**src/rtl/uart_rx_fifo.sv**
```systemverilog
// uart_rx_fifo: oversampled UART receiver with runtime frame format,
// 3-sample majority voting and a small word FIFO toward the consumer.
module uart_rx_fifo #(
    parameter int MAX_WIDTH  = 9,
    parameter int FIFO_DEPTH = 4
) (
    input  logic                 Clk,
    input  logic                 Rst,
    input  logic                 Rx_in,
    input  logic [5:0]           Prescale,
    input  logic [3:0]           Data_Len,
    input  logic                 Parity_En,
    input  logic                 Parity_Typ,
    input  logic                 Stop_Bits,
    output logic [MAX_WIDTH-1:0] P_Data,
    output logic                 Data_Valid,
    input  logic                 Data_Ready,
    output logic                 Parity_Err,
    output logic                 Framing_Err,
    output logic                 Overrun_Err,
    output logic                 Break_Det
);
    localparam int AW = $clog2(FIFO_DEPTH);
    localparam int EW = MAX_WIDTH + 2;
    localparam logic [3:0] MAX_LEN = 4'(MAX_WIDTH);

    localparam logic [2:0] IDLE   = 3'd0;
    localparam logic [2:0] START  = 3'd1;
    localparam logic [2:0] DATA   = 3'd2;
    localparam logic [2:0] PARITY = 3'd3;
    localparam logic [2:0] STOP   = 3'd4;

    logic                 sync1, rx_s, rx_d;
    logic [2:0]           state;
    logic [5:0]           edge_cnt;
    logic [3:0]           bit_cnt;
    logic [5:0]           cfg_pre;
    logic [3:0]           cfg_len;
    logic                 cfg_par_en, cfg_par_typ, cfg_stop2;
    logic                 s0, s1;
    logic [MAX_WIDTH-1:0] shift;
    logic                 par_err, frm_err, all_zero;

    logic [5:0] pre_eff, half;
    logic [3:0] len_eff;
    logic       at_s0, at_s1, at_res, at_wrap, maj;
    logic       start_fall, last_stop;

    logic [EW-1:0] mem [FIFO_DEPTH];
    logic [AW:0]   wr_ptr, rd_ptr;
    logic          empty, full, pop, push;
    logic [EW-1:0] head;

    // Illegal rates/lengths are clamped so every bit period ends and
    // every sample point is reachable; the FSM can never stall.
    assign pre_eff = (Prescale < 6'd8) ? 6'd8 : Prescale;
    assign len_eff = (Data_Len == 4'd0) ? 4'd1 :
                     (Data_Len > MAX_LEN) ? MAX_LEN : Data_Len;

    assign half    = cfg_pre >> 1;
    assign at_s0   = (edge_cnt == half - 6'd1);
    assign at_s1   = (edge_cnt == half);
    assign at_res  = (edge_cnt == half + 6'd1);
    assign at_wrap = (edge_cnt >= cfg_pre - 6'd1);
    assign maj     = (s0 & s1) | (s0 & rx_s) | (s1 & rx_s);

    assign start_fall = (state == IDLE) && rx_d && !rx_s;
    assign last_stop  = (state == STOP) && at_res &&
                        (bit_cnt == {3'b000, cfg_stop2});

    assign empty = (wr_ptr == rd_ptr);
    assign full  = (wr_ptr[AW] != rd_ptr[AW]) &&
                   (wr_ptr[AW-1:0] == rd_ptr[AW-1:0]);
    assign pop   = !empty && Data_Ready;
    assign push  = last_stop && (!full || pop);
    assign head  = mem[rd_ptr[AW-1:0]];

    assign Data_Valid  = !empty;
    assign P_Data      = Data_Valid ? head[MAX_WIDTH-1:0] : '0;
    assign Parity_Err  = Data_Valid & head[MAX_WIDTH];
    assign Framing_Err = Data_Valid & head[MAX_WIDTH+1];

    // Two-flop synchroniser plus a delayed copy for falling-edge detect.
    always_ff @(posedge Clk) begin
        if (Rst) begin
            sync1 <= 1'b1;
            rx_s  <= 1'b1;
            rx_d  <= 1'b1;
        end else begin
            sync1 <= Rx_in;
            rx_s  <= sync1;
            rx_d  <= rx_s;
        end
    end

    // Frame FSM: timing counters, sampling, shift register and flags.
    always_ff @(posedge Clk) begin
        if (Rst) begin
            state       <= IDLE;
            edge_cnt    <= '0;
            bit_cnt     <= '0;
            cfg_pre     <= 6'd8;
            cfg_len     <= 4'd8;
            cfg_par_en  <= 1'b0;
            cfg_par_typ <= 1'b0;
            cfg_stop2   <= 1'b0;
            s0          <= 1'b1;
            s1          <= 1'b1;
            shift       <= '0;
            par_err     <= 1'b0;
            frm_err     <= 1'b0;
            all_zero    <= 1'b0;
        end else if (state == IDLE) begin
            edge_cnt <= '0;
            bit_cnt  <= '0;
            if (start_fall) begin
                state       <= START;
                cfg_pre     <= pre_eff;
                cfg_len     <= len_eff;
                cfg_par_en  <= Parity_En;
                cfg_par_typ <= Parity_Typ;
                cfg_stop2   <= Stop_Bits;
                shift       <= '0;
                par_err     <= 1'b0;
                frm_err     <= 1'b0;
                all_zero    <= 1'b1;
            end
        end else begin
            edge_cnt <= at_wrap ? 6'd0 : edge_cnt + 6'd1;
            if (at_s0) s0 <= rx_s;
            if (at_s1) s1 <= rx_s;
            case (state)
                START: begin
                    if (at_res && maj) begin
                        state <= IDLE;
                    end else if (at_wrap) begin
                        state   <= DATA;
                        bit_cnt <= '0;
                    end
                end
                DATA: begin
                    if (at_res) begin
                        if (bit_cnt < MAX_LEN) shift[bit_cnt] <= maj;
                        all_zero <= all_zero & ~maj;
                    end
                    if (at_wrap) begin
                        if (bit_cnt >= cfg_len - 4'd1) begin
                            bit_cnt <= '0;
                            state   <= cfg_par_en ? PARITY : STOP;
                        end else begin
                            bit_cnt <= bit_cnt + 4'd1;
                        end
                    end
                end
                PARITY: begin
                    if (at_res) begin
                        par_err  <= ((^shift) ^ maj) != cfg_par_typ;
                        all_zero <= all_zero & ~maj;
                    end
                    if (at_wrap) state <= STOP;
                end
                STOP: begin
                    if (at_res) begin
                        frm_err  <= frm_err | ~maj;
                        all_zero <= all_zero & ~maj;
                        if (last_stop) state <= IDLE;
                    end
                    if (at_wrap) bit_cnt <= bit_cnt + 4'd1;
                end
                default: state <= IDLE;
            endcase
        end
    end

    // FIFO storage; the slot under a simultaneous pop may be reused.
    always_ff @(posedge Clk) begin
        if (push) mem[wr_ptr[AW-1:0]] <= {frm_err | ~maj, par_err, shift};
    end

    // FIFO pointers and the one-cycle overrun / break pulses.
    always_ff @(posedge Clk) begin
        if (Rst) begin
            wr_ptr      <= '0;
            rd_ptr      <= '0;
            Overrun_Err <= 1'b0;
            Break_Det   <= 1'b0;
        end else begin
            if (push) wr_ptr <= wr_ptr + 1'b1;
            if (pop)  rd_ptr <= rd_ptr + 1'b1;
            Overrun_Err <= last_stop && full && !pop;
            Break_Det   <= last_stop && all_zero && !maj;
        end
    end
endmodule

```
**config.mk**
```make
export PLATFORM = sky130hd
export DESIGN_NAME = uart_rx_fifo
export DESIGN_NICKNAME = d
export VERILOG_FILES = /design/src/rtl/uart_rx_fifo.sv
export SDC_FILE = /design/constraint.sdc
export NUM_CORES = 1
export LEC_CHECK = 0
export BUFFER_PORTS_ARGS = -buffer_cell sky130_fd_sc_hd__buf_2
export CORE_MARGIN = 5
export CORE_UTILIZATION = 55
export DETAILED_ROUTE_END_ITERATION = 12
export PLACE_DENSITY = 0.73
export SLEW_MARGIN = 20
export SYNTH_ARGS = -nofsm -noshare
export SYNTH_HDL_FRONTEND = slang
export SYNTH_SLANG_ARGS = --single-unit
export TNS_END_PERCENT = 30
```
**constraint.sdc**
```tcl
create_clock -name Clk -period 3.4 [get_ports Clk]
set_input_delay 0.17 -clock Clk [delete_from_list [all_inputs] [get_ports Clk]]
set_output_delay 0.17 -clock Clk [all_outputs]
set_load 0.02 [all_outputs]
```
### Word-level counts from Yosys, hierarchy flattened

Memories as Yosys holds them, arrays and structs flattened. A register that Yosys moved wholly into a read port is not among the register bits.
Cells that the tools add are included.

| word-level totals | value |
|---|---|
| flip-flop bits (word level) | 51 |
| RAM bits | 44 |
| input port bits | 17 |
| output and inout port bits | 14 |
| memories | 1 |

| cells by class | value |
|---|---|
| add/subtract/negate cells | 8 |
| order comparisons | 7 |
| equality and inequality tests | 23 |
| mux-type cells | 44 |
| bitwise logic cells | 12 |
| reductions and logical operators | 41 |

Memory list:

| memory | words | width | rd ports | clocked after memory_dff | write ports | line | RTL |
|---|---|---|---|---|---|---|---|
| mem | 4 | 11 | 1 | 1 | 1 | 49 | `logic [EW-1:0] mem [FIFO_DEPTH];` |

Operators with widths:

| kind | count |
|---|---|
| two-way mux 9 bit | 6 |
| two-way mux 3 bit | 10 |
| two-way mux 4 bit | 7 |
| inequality test 3 bit, second input constant | 5 |
| two-way mux 1 bit | 14 |
| logical AND 1 bit | 13 |
| equality test 6 bit | 2 |
| one-hot mux 3 bit (4 select lines) | 1 |
| one-hot mux 4 bit (3 select lines) | 1 |
| nonzero test 2 bit | 6 |
| inequality test 2 bit, second input constant | 5 |
| bitwise mux 9 bit | 1 |
| AND reduction 3 bit | 3 |
| parity 9 bit | 1 |
| AND reduction 7 bit | 1 |
| adder 3 x 1 -> 3 bit, second input constant | 2 |
| adder 5 x 1 -> 6 bit, second input constant | 1 |
| adder 6 x 1 -> 6 bit, second input constant | 1 |
| AND 1 bit | 6 |
| equality test 3 x 2 -> 1 bit, second input constant | 2 |
| equality test 6 x 5 -> 1 bit | 1 |
| greater-or-equal comparator 6 bit | 1 |
| < comparator 6 x 4 -> 1 bit, second input constant | 1 |
| two-way mux 6 bit | 1 |
| other kinds (31) | 43 |

### Longest topological paths before layout

| logic depth | value |
|---|---|
| depth after elaboration | 9 |
| depth in mapped cells | 13 |
| mapped depth without buffers | 12 |

### Worst setup path after synthesis

Ideal clock, no wire load.

| timing | value |
|---|---|
| path kind | register -> register |
| start point | reg cfg_pre[1] |
| end point | mem mem[0][0] (netlist name), enable pin |
| arrival | 2,369 ps |
| data required time | 3,051 ps |
| slack | 682 ps |
| stages on the path, launching flop included | 10 |
| buffers on the path | 1 |
| cell sequence | dfxtp_1 -> buf_4 -> inv_1 -> ha_1 -> xnor2_1 -> nand2b_1 -> nor4_4 -> nand2_1 -> nor4_1 -> and2_1 |

| between the ends | value |
|---|---|
| word-level cells in the longest chain between the ends | 7 |

Ends and longest elaborated chain:

| what | line | RTL |
|---|---|---|
| from (decl) | 37 | `logic [5:0] cfg_pre;` |
| from (signal assigned) | 118 | `cfg_pre <= pre_eff;` |
| adder 5 x 1 -> 6 bit | 63 | `assign at_res = (edge_cnt == half + 6'd1);` |
| equality test 6 bit | 63 |  |
| logical AND 1 bit (2 in series) | 68 | `assign last_stop = (state == STOP) && at_res &&` |
| logical AND 1 bit | 75 | `assign push = last_stop && (!full \|\| pop);` |
| two-way mux 1 bit | 177 | `if (push) mem[wr_ptr[AW-1:0]] <= {frm_err \| ~maj, par_err, shift};` |
| two-way mux 1 bit (not written as such) | 177 |  |
| to (decl) | 49 |  |

Every way passes these cells.

### Worst setup path after layout

| timing | value |
|---|---|
| start point | reg cfg_pre[1] |
| end point | mem mem[2][5] (netlist name), enable pin |

The elaborated chain is that of the path after synthesis.

==> results.cfg <==
[run_status]
outcome = completed

[placement]
dp_hpwl_mm = 7.101
gp_congestion = 0.9020
place_area_sq_um = 5157
io_buffer_count = 30

[drt]
drcViolationCount = 0
drt-total-wl_mm = 9.820
ant_nets = 0
drtPass1Iterations = 4
via_per_inst = 5.857
drtIter0Drc = 165
vias = 3473
wl_per_cell_um = 16.56

[clock_network]
numCtsBuffers = 9
cts_buffer_depth = 2
cts_tree = built
insertion_delay_ps = 360
clkTransAtPathRegs_ps = 100
cts_max_level = 3
cts.sinks = 97
cts_root_buf = clkbuf_8

[logic_synthesis]
synth_edf_count = 44
synth_most_common_cell = dfxtp_1
syn_nets = 498
syn_inst = 455
synth_top_area_share = 0.2678
ys_seq_area_frac = 0.4829
synth-async-reset-ratio = 0
ys_top_cells_by_count = dfxtp_1, edfxtp_1, nand2_1
ys_top_cells_by_area = edfxtp_1, dfxtp_1, ha_1
avgSynthCellArea_sq_um = 10.84
ys_warn_count = 0
syn_area_sq_um = 4933
synth_top_flop_cell = dfxtp_1
ys_ff_latch = 97
synth_largest_area_cell = edfxtp_1
synth.distinct_cells = 57

[sta]
fmax_mhz = 316.4
slew_headroom = 0.3607
min_period_over_period = 0.9296
tns_ps = 0
final_hold_viol_count = 0
tightest_slew_ps = 952.5
min_period_ps = 3160
rsz0062_at_grt = false
setup_viol_count_final = 0
slew_violations = 0
hold_slack_ps = 42.24
fin_skew_ps = 8.703

[pwr]
p_seq_frac = 0.573
p_leak_uw = 0.002023
p_switching_uw = 491.9
combPwrFrac = 0.048
p_sw_frac = 0.2295
p_int_uw = 1651
ir_worst_vdd_uv = 257.3
p_clk_frac = 0.380
power_density_nw_per_um2 = 397.7

[critical_path]
cp_top_family = simple AND/OR/NAND/NOR gates
crit_arrival_ps = 3180
crit_path_start_kind = flop
crit_buf_inv = 1
slowest_stage = dfxtp_1
critPathMaxFanout = 11
crit_chain = inv_1 > ha_1 > xnor2_1 > nand2b_1 > nor4_4 > nand2_1 > nor4_1 > and2_1
slowest_delay_ps = 550
worstSetupPathType = flop to flop
crit_path_end_kind = flop
crit_required_ps = 3410

[worst_hold_path]
min_path_type = primary input to flop

[final_layout]
diodes = 0
areaGrowthSynthToFinish_pct = 9.232
drive_gt1_frac = 0.1588
regArea_sq_um = 2382
final_nets = 523
multi_input_area_sq_um = 2407
fill_cells = 740
final_cell_area_sq_um = 5389

[floorplan]
core.rowCount = 34
start_util = 0.5657
die_w_um = 104.7
core_area_sq_um = 8721
fp.dieH_um = 104.7
num_io_pins = 31
dieArea_sq_um = 10960

[global_route]
antenna_found_initial = 0
grt_pass1_wl_mm = 16.28
grt_max_degree = 33
grt_overflow = 0
first_global_vias = 3325
grtUsageTotal = 0.1813

[job]
cap_violations = 0
## sequential cells by signal (all words and copies together) (netlist names), 3 cells and up, named ones only
| signal | count |
|---|---|
| cfg_len | 4 |
| wr_ptr | 3 |
| shift | 9 |
| edge_cnt | 6 |
| mem | 44 |
| state | 3 |
| rd_ptr | 3 |
| bit_cnt | 4 |
| cfg_pre | 6 |
## area by class of cell
cell class / instances / share of cell area
sequential: 97 / 0.4421
clock inverter: 6 / 0.01277
tap: 108 / 0.02508
inverter: 15 / 0.01045
clock buffer: 10 / 0.02763
multi-input combinational: 322 / 0.4467
timing repair buffer: 35 / 0.03529
## metal layers
layer / share of wire / vias to the layer above / GRT usage
met1: 0.43 / 1649 / 0.2363
li1: - / 1706 / -
met5: 0 / - / 0
met4: 0.019 / 0 / 0.06119
met2: 0.50 / 98 / 0.3077
met3: 0.051 / 20 / 0.03021
## placed cells by master, fill, tap and decap left out, types with 3 or more instances in the layout
cell type,count
and2_2,3
ha_1,26
xnor2_1,25
dfxtp_1,53
o21ai_0,9
o211ai_1,5
buf_4,4
nand3b_1,3
nor3_1,9
edfxtp_1,44
a211oi_1,4
mux4_2,11
mux2i_1,4
nor2b_1,16
inv_6,3
a21oi_1,24
or2_2,4
a21o_1,3
inv_1,15
buf_2,30
a32o_1,8
and3_1,4
nor4_1,5
nand2_1,40
xor2_1,12
nor2_1,29
nand3_1,16
or3b_1,8
clkbuf_8,9
nand2b_1,9
## cell families (layout without fill, tap and decap cells)
kind of cell / after synthesis / count (layout) / share of synthesized area
AOI/OAI and AO/OA: 73 / 73 / 0.1037
and+or+nand+nor: 168 / 168 / 0.1869
adders and majority gates: 27 / 27 / 0.06797
DFF: 97 / 97 / 0.4829
muxes: 17 / 17 / 0.06290
xor gates and xnor gates: 37 / 37 / 0.06569
buffers and inverters: 36 / 66 / 0.02992
## final timing paths
check             slack, ps  cells after the start                       to                     from
setup / recovery        240                      8      mem[2][5]$_DFFE_PP_  cfg_pre[1]$_SDFFE_PP0P_
setup reg to reg        240                      8      mem[2][5]$_DFFE_PP_  cfg_pre[1]$_SDFFE_PP0P_
hold / removal           40                      3  cfg_par_en$_SDFFE_PP0P_                Parity_En
hold reg to reg         450                      1          rx_s$_SDFF_PP1_         sync1$_SDFF_PP1_
## through the flow
stage,instances,power [uW],utilization,setup slack [ps]
after detailed placement,576,1356,0.5914,206.6
after global routing,593,2215,0.6179,20.86
after floorplan,455,1326,-,682.0
after global placement,576,1352,0.5914,316.8
after CTS,593,2150,0.6175,167.0
final,593,2143,0.6179,239.5
## repair_timing
| action | CTS | global route |
|---|---|---|
| buffers inserted | 0 | 0 |
| endpoints found under the hold margin | 1 | 0 |
| resized for setup | 0 | 3 |
| setup endpoints to repair | 0 | 33 |
| hold buffers | 1 | 0 |
## power groups by stage
stage / clock (uW) / combinational, uW / sequential, uW
after floorplan: 0 / 79.3 / 1250
after global placement: 0 / 98.0 / 1250
after detailed placement: 0 / 102 / 1250
after CTS: 820 / 103 / 1230
after global routing: 870 / 115 / 1230
final: 813 / 102 / 1230
## tightest hold or removal path: stages
cell,delay (ps)
buf_2,90
nand2_1,50
a21oi_1,50
Power figures use the tool's default switching activity.
